<file path="src/rtl/rsp_skid_fifo.sv">
// Memory-response elastic buffer: DEPTH-entry ring plus a registered output stage, valid/ready both sides.
// Optional RSP_SKID_FIFO_HWM_EN adds a registered high-water mark of the occupancy.
module rsp_skid_fifo #(
  parameter  int DATA_WIDTH   = 32,
  parameter  int DEPTH        = 4,
  parameter  int AFULL_THRESH = DEPTH,
  localparam int CNT_W        = $clog2(DEPTH + 2)
) (
  input  logic                  clk,
  input  logic                  rst,
  input  logic                  flush,
  input  logic                  m_rsp_vld,
  output logic                  m_rsp_rdy,
  input  logic [DATA_WIDTH-1:0] m_rsp_data,
  output logic                  src_vld,
  input  logic                  src_rdy,
  output logic [DATA_WIDTH-1:0] src_data,
  output logic [CNT_W-1:0]      count,
`ifdef RSP_SKID_FIFO_HWM_EN
  output logic [CNT_W-1:0]      hwm,
`endif
  output logic                  almost_full
);

  localparam int PW = $clog2(DEPTH);
  localparam int RW = $clog2(DEPTH + 1);
  localparam logic [CNT_W-1:0] FULL  = CNT_W'(DEPTH + 1);
  localparam logic [CNT_W-1:0] AFULL = CNT_W'(AFULL_THRESH);

  logic [DEPTH-1:0][DATA_WIDTH-1:0] ring_q, ring_d;
  logic [PW-1:0]         rd_ptr_q, rd_ptr_d, wr_ptr_q, wr_ptr_d;
  logic [RW-1:0]         ring_cnt_q, ring_cnt_d;
  logic [CNT_W-1:0]      count_q, count_d;
  logic                  src_vld_q, src_vld_d;
  logic [DATA_WIDTH-1:0] src_data_q, src_data_d;
  logic                  push, pop, load, ring_rd, ring_wr, bypass;

  assign m_rsp_rdy   = !rst && !flush && (count_q != FULL);
  assign push        = m_rsp_vld && m_rsp_rdy;
  assign pop         = src_vld_q && src_rdy;
  assign load        = !src_vld_q || pop;
  assign src_vld     = src_vld_q;
  assign src_data    = src_data_q;
  assign count       = count_q;
  assign almost_full = (count_q >= AFULL);

  always_comb begin
    src_vld_d  = src_vld_q;
    src_data_d = src_data_q;
    rd_ptr_d   = rd_ptr_q;
    wr_ptr_d   = wr_ptr_q;
    ring_d     = ring_q;
    ring_rd    = 1'b0;
    ring_wr    = 1'b0;
    bypass     = 1'b0;
    // Ring drains ahead of the bypass so order holds; the output is empty only when the ring is.
    if (load) begin
      if (ring_cnt_q != '0) begin
        src_data_d = ring_q[rd_ptr_q];
        rd_ptr_d   = rd_ptr_q + PW'(1);
        src_vld_d  = 1'b1;
        ring_rd    = 1'b1;
      end else if (push) begin
        src_data_d = m_rsp_data;
        src_vld_d  = 1'b1;
        bypass     = 1'b1;
      end else begin
        src_vld_d  = 1'b0;
      end
    end
    if (push && !bypass) begin
      ring_d[wr_ptr_q] = m_rsp_data;
      wr_ptr_d         = wr_ptr_q + PW'(1);
      ring_wr          = 1'b1;
    end
    ring_cnt_d = ring_cnt_q + RW'(ring_wr) - RW'(ring_rd);
    count_d    = count_q + CNT_W'(push) - CNT_W'(pop);
    if (flush) begin
      src_vld_d  = 1'b0;
      rd_ptr_d   = '0;
      wr_ptr_d   = '0;
      ring_cnt_d = '0;
      count_d    = '0;
    end
  end

  always_ff @(posedge clk or posedge rst) begin
    if (rst) begin
      ring_q     <= '0;
      rd_ptr_q   <= '0;
      wr_ptr_q   <= '0;
      ring_cnt_q <= '0;
      count_q    <= '0;
      src_vld_q  <= 1'b0;
      src_data_q <= '0;
    end else begin
      ring_q     <= ring_d;
      rd_ptr_q   <= rd_ptr_d;
      wr_ptr_q   <= wr_ptr_d;
      ring_cnt_q <= ring_cnt_d;
      count_q    <= count_d;
      src_vld_q  <= src_vld_d;
      src_data_q <= src_data_d;
    end
  end

`ifdef RSP_SKID_FIFO_HWM_EN
  // Survives flush so a whole kernel run (including aborts) stays visible.
  logic [CNT_W-1:0] hwm_q, hwm_d;
  assign hwm = hwm_q;

  always_comb begin
    hwm_d = hwm_q;
    if (count_d > hwm_q) hwm_d = count_d;
  end

  always_ff @(posedge clk or posedge rst) begin
    if (rst) hwm_q <= '0;
    else     hwm_q <= hwm_d;
  end
`endif

endmodule

</file>
<file path="config.mk">
export PLATFORM = sky130hd
export DESIGN_NAME = rsp_skid_fifo
export DESIGN_NICKNAME = d
export VERILOG_FILES = /design/src/rtl/rsp_skid_fifo.sv
export SDC_FILE = /design/constraint.sdc
export NUM_CORES = 1
export LEC_CHECK = 0
export BUFFER_PORTS_ARGS = -buffer_cell sky130_fd_sc_hd__buf_2
export CAP_MARGIN = 20
export CORE_MARGIN = 10
export CORE_UTILIZATION = 42
export CTS_BUF_LIST = sky130_fd_sc_hd__clkbuf_8
export DETAILED_ROUTE_END_ITERATION = 8
export SLEW_MARGIN = 25
export SYNTH_ARGS = -nofsm -noshare
export SYNTH_HDL_FRONTEND = slang
export SYNTH_SLANG_ARGS = --single-unit
</file>
<file path="constraint.sdc">
create_clock -name clk -period 18.6 [get_ports clk]
set_clock_uncertainty 0.05 [all_clocks]
set_input_delay 5.58 -clock clk [delete_from_list [all_inputs] [get_ports clk]]
set_output_delay 5.58 -clock clk [all_outputs]
set_load 0.02 [all_outputs]
</file>
==> reports/qor.txt, run 1 <==
Die X: 159 microns
Pre-Repair DR Iteration Count: 4
Worst EP arrival: 6.14 ns
fmax: 85.0 MHz
vias: 4,523
Worst EP required: 12.97 ns
Final #Nets: 596
Setup-failing EPs final: 0
endpoint class of the critical path: primary output
vias in the first global route: 5,242
Max Cap Viol: 0
worst slew pin tran: 1.06 ns
Worst-Skew Late Latency: 0.45 ns
Max Slew Vio Count: 0
post-synthesis sequential area ratio: 52.4%
area of the mapped netlist: 8170 sq um
post-route minimum period: 11.77 ns
Setup crit start kind: input port
floorplan core area: 18,900 sq um
Die Span Y: 159 microns
Max FO, Critical Path: 13
FF+latch count, synth: 171
Placed Area: 8700 sq um
Worst Setup Path Type: in -> out
Port Buf Inserts: 74
DRT antenna net count: 0
htree depth: 4
Leak: 0.00454 uW
outcome: completed
P per Cell Area: 149 nW/um^2
Root Buffer: clkbuf_8
CTS Hold Bufs: 0
cell area after layout: 9160 sq um
commonest non-fill, non-tap cell in the layout: dfrtp_1
Bufs on Longest Clock Path: 2
max incr delay on CP: 0.19 ns
top cell type's share of synthesized area: 52.4%
commonest cells after routing, fill and taps aside: dfrtp_1 (169), mux2_4 (120), buf_2 (74)
setup TNS: 0 ns
clock sink total: 171
CP cell instances: buf_2, nor3_1, buf_2
Synth Warn #: 0
first-pass GRT wire length: 30.8 mm
Yosys cell types: 29
Post-DP HPWL: 10.5 mm
Slew headroom: 29.4%
post-DR vias/cell: 5.49
# resized after CTS: 0
Hold Crit Class: reg -> reg
Initial Util: 43.2%
cell mode on critical path: buf_2
GP Congestion: 0.736
TritonCTS buffer count: 17
DRT iter0 DRCs: 312
share of cells above drive strength 1: 55.3%
Overall Global Routing Usage: 15.3%
Top-Level Pins: 75
Fin. Hold Viols: 0
largest net degree at the start of global routing: 113
wire length per cell: 23.2 microns
Post-Synthesis Cells: 489
area leader, netlist: dfrtp_1
routed wire length: 19.1 mm
synth top area cells: dfrtp_1 (52%), mux2_4 (22%), mux4_2 (8.8%), o221a_2 (4.4%), or4_1 (2.9%)
Max stage delay cell, worst path: buf_2
Area growth syn-to-layout: 12.1%
Peak VDD IR: 0.0000725 V
final period utilization: 63.3%
post-synth net total: 536
GRT overflow: 0
number of antenna violations at the first check in global routing: 2
Worst-path clk slew: 0.08 ns
Setup Fix Bufs, Post-CTS: 0
# DRC: 0
CTS tree: built
Mapped Avg Cell Area: 16.7 sq um
row count: 50
RSZ-0062 raised after global routing: no
die area: 25,400 sq um
[registers in the layout, summed over array words and instances, names as in the netlist]
| name | cells |
|---|---|
| count | 3 |
| ring_q | 128 |
| wr_ptr_q | 2 |
| src_vld | 1 |
| src_data | 32 |
| rd_ptr_q | 2 |
| ring_cnt_q | 3 |
[worst max-delay path: cells and delay by family]
kind | cells | cell delay [ns]
simple gates | 1 | 0.18
buf+inv | 2 | 0.37
[worst paths after layout]
| check | startpoint | endpoint | slack, ns | cells past startpoint |
|---|---|---|---|---|
| max | flush | m_rsp_rdy | 6.83 | 3 |
| min | ring_q[127] | ring_q[127] | 0.46 | 1 |
| min reg2reg | ring_q[127] | ring_q[127] | 0.46 | 1 |
| min in group asynchronous | rst | count[2] | 5.26 | 2 |
| max in group asynchronous | rst | ring_q[97] | 11.94 | 3 |
| max reg2reg | ring_cnt_q[1] | ring_cnt_q[2] | 15.50 | 12 |
[cells by family (layout without fill, tap and decap cells)]
group           after synthesis  after routing  synth area share [%]
other cells                   0              2                     0
buf+inv                      48            121                  3.37
simple gates                 57             57                  4.81
xor+xnor                      7              7                 0.750
fa+ha+maj                    10             10                  1.72
flops                       171            171                  52.4
compound gates               35             35                  4.89
mux                         161            161                  32.1
[metal layers]
metal  track usage (%)  share of wire [%]  vias up
met4              5.18                1.5        2
li1                  -                  -     1977
met5                 0              0.042        -
met2              24.2                 49       85
met1              20.3                 46     2442
met3              3.38                3.4       17
[metrics by stage]
step	power (uW)	hold WS (ns)	cells	setup slack, ns	util [%]
floorplan	922	0.424	489	6.70	-
global placement	1060	0.432	790	6.83	46.0
detailed placement	1080	0.439	790	6.82	46.0
CTS	1380	0.461	822	6.82	48.5
global route	1440	0.467	823	6.75	48.5
finish	1360	0.458	824	6.83	48.5
[layout make-up]
class / instances / area (sq um)
multi-input cells: 270 / 3630
repair buffers: 80 / 415
flip-flops and latches: 171 / 4280
clock buffers: 23 / 317
diodes: 2 / 5.00
inverters: 9 / 41.3
fillers: 1656 / 9730
clock inverters: 9 / 141
well taps: 260 / 325
[cells in the mapped netlist (all sizes together)]
| cell | count |
|---|---|
| a2111oi | 1 |
| a21oi | 1 |
| a31oi | 1 |
| and2 | 1 |
| and3b | 1 |
| buf | 17 |
| clkbuf | 22 |
| dfrtp | 171 |
| fa | 2 |
| ha | 8 |
| inv | 9 |
| mux2 | 128 |
| mux2i | 1 |
| mux4 | 32 |
| nand2 | 5 |
| nand2b | 2 |
| nand3 | 1 |
| nor2 | 8 |
| nor2b | 3 |
| nor3 | 2 |
| o221a | 32 |
| or3 | 2 |
| or4 | 32 |
| xnor2 | 4 |
| xor2 | 3 |
[power breakdown]
group / switching [uW] / leakage, uW / internal (uW)
Combinational: 232 / 0.00207 / 270
Sequential: 81.7 / 0.00223 / 479
Clock: 132 / 0.000246 / 166
Power figures use the tool's default switching activity.
==> run 2: changes to the inputs <==
==> constraint.sdc (replaced) <==
create_clock -name clk -period 11.49 [get_ports clk]
set_clock_uncertainty 0.05 [all_clocks]
set_input_delay 3.447 -clock clk [delete_from_list [all_inputs] [get_ports clk]]
set_output_delay 3.447 -clock clk [all_outputs]
set_load 0.02 [all_outputs]
==> reports/qor.txt, run 2 (same netlist as run 1, synthesis figures left out) <==
outcome: completed (unchanged)
Max Cap Viol: 0 (unchanged)
# resized after CTS: 0 (unchanged)
Setup crit start kind: input port (unchanged)
Die Span Y: 159 microns (unchanged)
Worst EP required: 7.99 ns (was 12.97 ns)
Overall Global Routing Usage: 15.2% (was 15.3%)
Pre-Repair DR Iteration Count: 4 (unchanged)
TritonCTS buffer count: 17 (unchanged)
setup TNS: 0 ns (unchanged)
Crit path depth: 3 (unchanged)
fmax: 134 MHz
GP Congestion: 0.714 (was 0.736)
first-pass GRT wire length: 30.6 mm (was 30.8 mm)
max incr delay on CP: 0.19 ns (about the same)
wire length per cell: 23.0 microns (was 23.2 microns)
Root Buffer: clkbuf_8 (unchanged)
Worst Setup Path Type: in -> out (unchanged)
Worst path top cell family by delay: buffers and inverters (unchanged)
die area: 25,400 sq um (unchanged)
largest net degree at the start of global routing: 108 (was 113)
post-route minimum period: 7.48 ns
Post-Place Worst Slack: 4.01 ns (was 6.82 ns)
Buf+Inv Stages, Crit Path: 2 (unchanged)
CTS Hold Bufs: 0 (unchanged)
CTS tree: built (unchanged)
antenna cells: 0 (was 2)
worst slew pin tran: 0.997 ns (was 1.06 ns)
row count: 50 (unchanged)
Max stage delay cell, worst path: buf_2 (unchanged)
vias in the first global route: 5,272 (was 5,242)
# DRC: 0 (unchanged)
commonest cells after routing, fill and taps aside: dfrtp_1 (169), mux2_4 (120), buf_2 (74) (unchanged)
final period utilization: 65.1%
DRT antenna net count: 0 (unchanged)
Area growth syn-to-layout: 12.7% (was 12.1%)
register area: 4280 sq um (unchanged)
final setup margin: 4.01 ns (was 6.83 ns)
worst hold start: ring_q[61] (was ring_q[127])
Die X: 159 microns (unchanged)
Post-DP HPWL: 10.4 mm (was 10.5 mm)
endpoint class of the critical path: primary output (unchanged)
Setup Fix Bufs, Post-CTS: 0 (unchanged)
Setup-failing EPs final: 0 (unchanged)
Worst EP arrival: 3.98 ns (was 6.14 ns)
P per Cell Area: 244 nW/um^2 (was 149 nW/um^2)
max reg flops: 128 (unchanged)
Hold Crit Class: reg -> reg (unchanged)
worst setup path end: m_rsp_rdy (unchanged)
RR Startpoint: ring_cnt_q[1] (unchanged)
GRT overflow: 0 (unchanged)
Reg2Reg Setup Slack: 8.34 ns (was 15.50 ns)
hold_ws: 0.461 ns (was 0.458 ns)
worst hold path depth: 1 (unchanged)
Port Buf Inserts: 74 (unchanged)
Fin. Hold Viols: 0 (unchanged)
Peak VDD IR: 0.000163 V (was 0.0000725 V)
largest register by flop count: ring_q (unchanged)
Worst-path clk slew: 0.09 ns (was 0.08 ns)
reg2reg path depth: 12 (unchanged)
share of cells above drive strength 1: 56.0% (was 55.3%)
Final #Nets: 597 (was 596)
Fillers: 1,637 (was 1,656)
Initial Util: 43.2% (unchanged)
routed wire length: 18.9 mm (was 19.1 mm)
cell mode on critical path: buf_2 (unchanged)
vias: 4,623 (was 4,523)
htree depth: 4 (unchanged)
Bufs on Longest Clock Path: 2 (unchanged)
number of antenna violations at the first check in global routing: 1 (was 2)
Slew headroom: 33.5% (was 29.4%)
CP cell instances: buf_2, nor3_1, buf_2 (unchanged)
clock sink total: 171 (unchanged)
post-DR vias/cell: 5.62 (was 5.49)
DRT iter0 DRCs: 286 (was 312)
Max Slew Vio Count: 0 (unchanged)
crit path launch: flush (unchanged)
commonest non-fill, non-tap cell in the layout: dfrtp_1 (unchanged)
Leak: 0.00455 uW (was 0.00454 uW)
area of the multi-input gates: 3630 sq um (unchanged)
Top-Level Pins: 75 (unchanged)
RSZ-0062 raised after global routing: no (unchanged)
Max FO, Critical Path: 13 (unchanged)
Critical R2R Capture: ring_cnt_q[2] (unchanged)
Worst-Skew Late Latency: 0.46 ns (was 0.45 ns)
floorplan core area: 18,900 sq um (unchanged)
run 2: changes by cell type in the layout (fill, tap and decap cells not counted), sizes merged:
cell | before | now
buf | 80 | 81
bufinv | 4 | 6
clkbuf | 23 | 17
clkinv | 2 | 1
clkinvlp | 0 | 2
diode | 2 | 0
inv | 12 | 15
run 2: cell type report:
cell class / count / area share [%]
clock buffers: 17 / 2.54
inverters: 9 / 0.448
repair buffers: 81 / 4.68
clock inverters: 15 / 2.81
flip-flops and latches: 171 / 46.5
multi-input cells: 270 / 39.5
well taps: 260 / 3.53
run 2: worst min-delay path by stage:
stage / to / slack [ns]
finish: ring_q[61] / 0.46
global route: ring_q[63] / 0.48
CTS: ring_q[95] / 0.46
detailed placement: ring_q[89] / 0.44
global placement: ring_q[94] / 0.43
floorplan: ring_q[94] / 0.42
run 2: per-stage QoR:
step / instances / total power (uW) / area, sq um / util (%)
after CTS: 822 / 2270 / 9190 / 48.6
after global placement: 790 / 1710 / 8700 / 46.0
after floorplan: 489 / 1490 / 8170 / -
after global routing: 823 / 2370 / 9210 / 48.7
after detailed placement: 790 / 1740 / 8700 / 46.0
final: 823 / 2240 / 9210 / 48.7
run 2: routing by layer:
metal  vias to the layer above  wire length, microns  track usage, %
met3                        24                   786            3.49
li1                       1977                     -               -
met2                        95                  9370            24.8
met1                      2525                  8490            19.8
met5                         -                    11               0
met4                         2                   242            4.38
run 2: worst reg2reg max path, stage by stage, from the launching register on:
cell	delay [ns]
dfrtp_1	0.45
or3_1	0.36
buf_4	0.29
nand2_1	0.13
buf_4	0.45
inv_1	0.17
ha_1	0.30
inv_1	0.06
ha_1	0.13
inv_1	0.05
fa_1	0.38
xnor2_1	0.17
nor2_1	0.05
run 2: where the power goes:
part           total, uW  internal (uW)  leakage [uW]  switching (uW)
Combinational        812            439       0.00207             373
Sequential           909            775       0.00223             134
Clock                521            286      0.000240             235
==> run 3: changes to the inputs <==
==> constraint.sdc (replaced) <==
create_clock -name clk -period 6.4 [get_ports clk]
set_clock_uncertainty 0.05 [all_clocks]
set_input_delay 1.92 -clock clk [delete_from_list [all_inputs] [get_ports clk]]
set_output_delay 1.92 -clock clk [all_outputs]
set_load 0.02 [all_outputs]
==> reports/qor.txt, run 3 (same netlist as run 1, synthesis figures left out) <==
Max Cap Viol: 0 (unchanged)
# DRC: 0 (unchanged)
clock sink total: 171 (unchanged)
reg2reg path depth: 10 (was 12)
sw frac: 34.3% (was 33.1%)
commonest cells after routing, fill and taps aside: dfrtp_1 (169), mux2_4 (120), buf_2 (74) (unchanged)
GP Congestion: 0.698 (was 0.714)
setup TNS: 0 ns (unchanged)
Root Buffer: clkbuf_8 (unchanged)
Initial Util: 43.2% (unchanged)
hold_ws: 0.462 ns (was 0.461 ns)
Worst-Skew Late Latency: 0.46 ns (about the same)
floorplan core area: 18,900 sq um (unchanged)
wire length per cell: 22.7 microns (was 23.0 microns)
Final #Nets: 597 (unchanged)
P per Cell Area: 424 nW/um^2 (was 244 nW/um^2)
Pre-Repair DR Iteration Count: 5 (was 4)
# resized after CTS: 0 (unchanged)
commonest non-fill, non-tap cell in the layout: dfrtp_1 (unchanged)
clock share of power: 20.4% (was 23.2%)
first-pass GRT wire length: 30.0 mm (was 30.6 mm)
max reg flops: 128 (unchanged)
Leak: 0.00451 uW (was 0.00455 uW)
endpoint class of the critical path: primary output (unchanged)
Fillers: 1,632 (was 1,637)
hold path endpoint: ring_q[94] (was ring_q[61])
Slew headroom: 31.3% (was 33.5%)
GRT overflow: 0 (unchanged)
Fin. Hold Viols: 0 (unchanged)
row count: 50 (unchanged)
Port Buf Inserts: 74 (unchanged)
routed wire length: 18.7 mm (was 18.9 mm)
DRT antenna net count: 0 (unchanged)
Worst EP arrival: 2.48 ns (was 3.98 ns)
P_sw: 1330 uW (was 743 uW)
vias in the first global route: 5,150 (was 5,272)
largest net degree at the start of global routing: 172 (was 108)
share of cells above drive strength 1: 56.0% (unchanged)
Die X: 159 microns (unchanged)
Reg2Reg Setup Slack: 3.47 ns (was 8.34 ns)
Setup-failing EPs final: 0 (unchanged)
crit path launch: flush (unchanged)
Top-Level Pins: 75 (unchanged)
final core occ: 48.4% (was 48.7%)
post-DR vias/cell: 5.56 (was 5.62)
number of antenna violations at the first check in global routing: 1 (unchanged)
DRT iter0 DRCs: 318 (was 286)
Worst-path clk slew: 0.09 ns (about the same)
worst hold path depth: 1 (unchanged)
RSZ-0062 raised after global routing: no (unchanged)
fmax: 225 MHz
die area: 25,400 sq um (unchanged)
Area growth syn-to-layout: 11.9% (was 12.7%)
vias: 4,579 (was 4,623)
largest register by flop count: ring_q (unchanged)
Combinational Power Share: 37.3% (was 36.2%)
Post-DP HPWL: 10.2 mm (was 10.4 mm)
Overall Global Routing Usage: 15.0% (was 15.2%)
Worst EP required: 4.43 ns (was 7.99 ns)
Die Span Y: 159 microns (unchanged)
htree depth: 4 (unchanged)
Worst Setup Path Type: in -> out (unchanged)
Critical R2R Capture: ring_cnt_q[2] (unchanged)
P_int: 2550 uW (was 1500 uW)
antenna cells: 0 (unchanged)
outcome: completed (unchanged)
area of the multi-input gates: 3630 sq um (unchanged)
Max FO, Critical Path: 13 (unchanged)
sequential power share: 42.3% (was 40.5%)
post-route minimum period: 4.45 ns
Bufs on Longest Clock Path: 2 (unchanged)
Max Slew Vio Count: 0 (unchanged)
worst hold start: ring_q[94] (was ring_q[61])
Setup Fix Bufs, Post-CTS: 0 (unchanged)
register area: 4280 sq um (unchanged)
worst slew pin tran: 1.03 ns (was 0.997 ns)
RR Startpoint: count[1] (was ring_cnt_q[1])
CTS Hold Bufs: 0 (unchanged)
Peak VDD IR: 0.000234 V (was 0.000163 V)
CTS tree: built (unchanged)
final period utilization: 69.5%
TritonCTS buffer count: 17 (unchanged)
Setup crit start kind: input port (unchanged)
Hold Crit Class: reg -> reg (unchanged)
==> run 3: changes by cell type in the layout (fill, tap and decap cells not counted), sizes merged <==
cell and delta:
bufinv -4, clkinvlp +1, clkbuf +1, inv -2, clkinv +4
==> run 3: how the worst max path moves through the flow <==
stage / endpoint / slack (ns) / depth (start not counted)
after floorplan: m_rsp_rdy / 1.82 / 2
after global placement: ring_cnt_q[2] / 1.96 / 11
after detailed placement: ring_cnt_q[2] / 1.86 / 11
after CTS: m_rsp_rdy / 1.94 / 3
after global routing: m_rsp_rdy / 1.90 / 3
final: m_rsp_rdy / 1.95 / 3
==> run 3: metrics by stage <==
stage,std cells,setup slack (ns),instance area [sq um],total power [uW]
2_1_floorplan,489,1.82,8170,2680
3_3_place_gp,790,1.96,8710,3070
3_5_place_dp,790,1.86,8710,3120
4_1_cts,822,1.94,9120,3920
5_1_grt,823,1.90,9140,4090
6_report,823,1.95,9140,3870
==> run 3: power by group through the flow <==
stage / sequential [uW] / combinational (uW) / clock [uW]
after detailed placement: 1650 / 1470 / 0
final: 1640 / 1450 / 789
after floorplan: 1680 / 1000 / 0
after global routing: 1680 / 1550 / 856
after global placement: 1640 / 1430 / 0
after CTS: 1640 / 1470 / 813
==> run 3: worst max-delay path: stages <==
cell	delay (ns)
buf_2	0.18
nor3_1	0.18
buf_2	0.19
==> run 3: area by class of cell <==
type / count / share of cell area, %
sequential: 171 / 46.8
multi-input combinational: 270 / 39.8
timing repair buffer: 81 / 4.98
tap: 260 / 3.56
clock buffer: 18 / 2.71
clock inverter: 14 / 1.77
inverter: 9 / 0.411
==> run 3: metal layers <==
| metal | part of all wire, % | routed length [microns] | vias up | GRT usage, % |
|---|---|---|---|---|
| li1 | - | - | 1982 | - |
| met1 | 44 | 8240 | 2462 | 19.5 |
| met2 | 50 | 9250 | 115 | 23.5 |
| met3 | 5.0 | 941 | 18 | 3.77 |
| met4 | 1.2 | 217 | 2 | 5.48 |
| met5 | 0.11 | 20 | - | 0 |
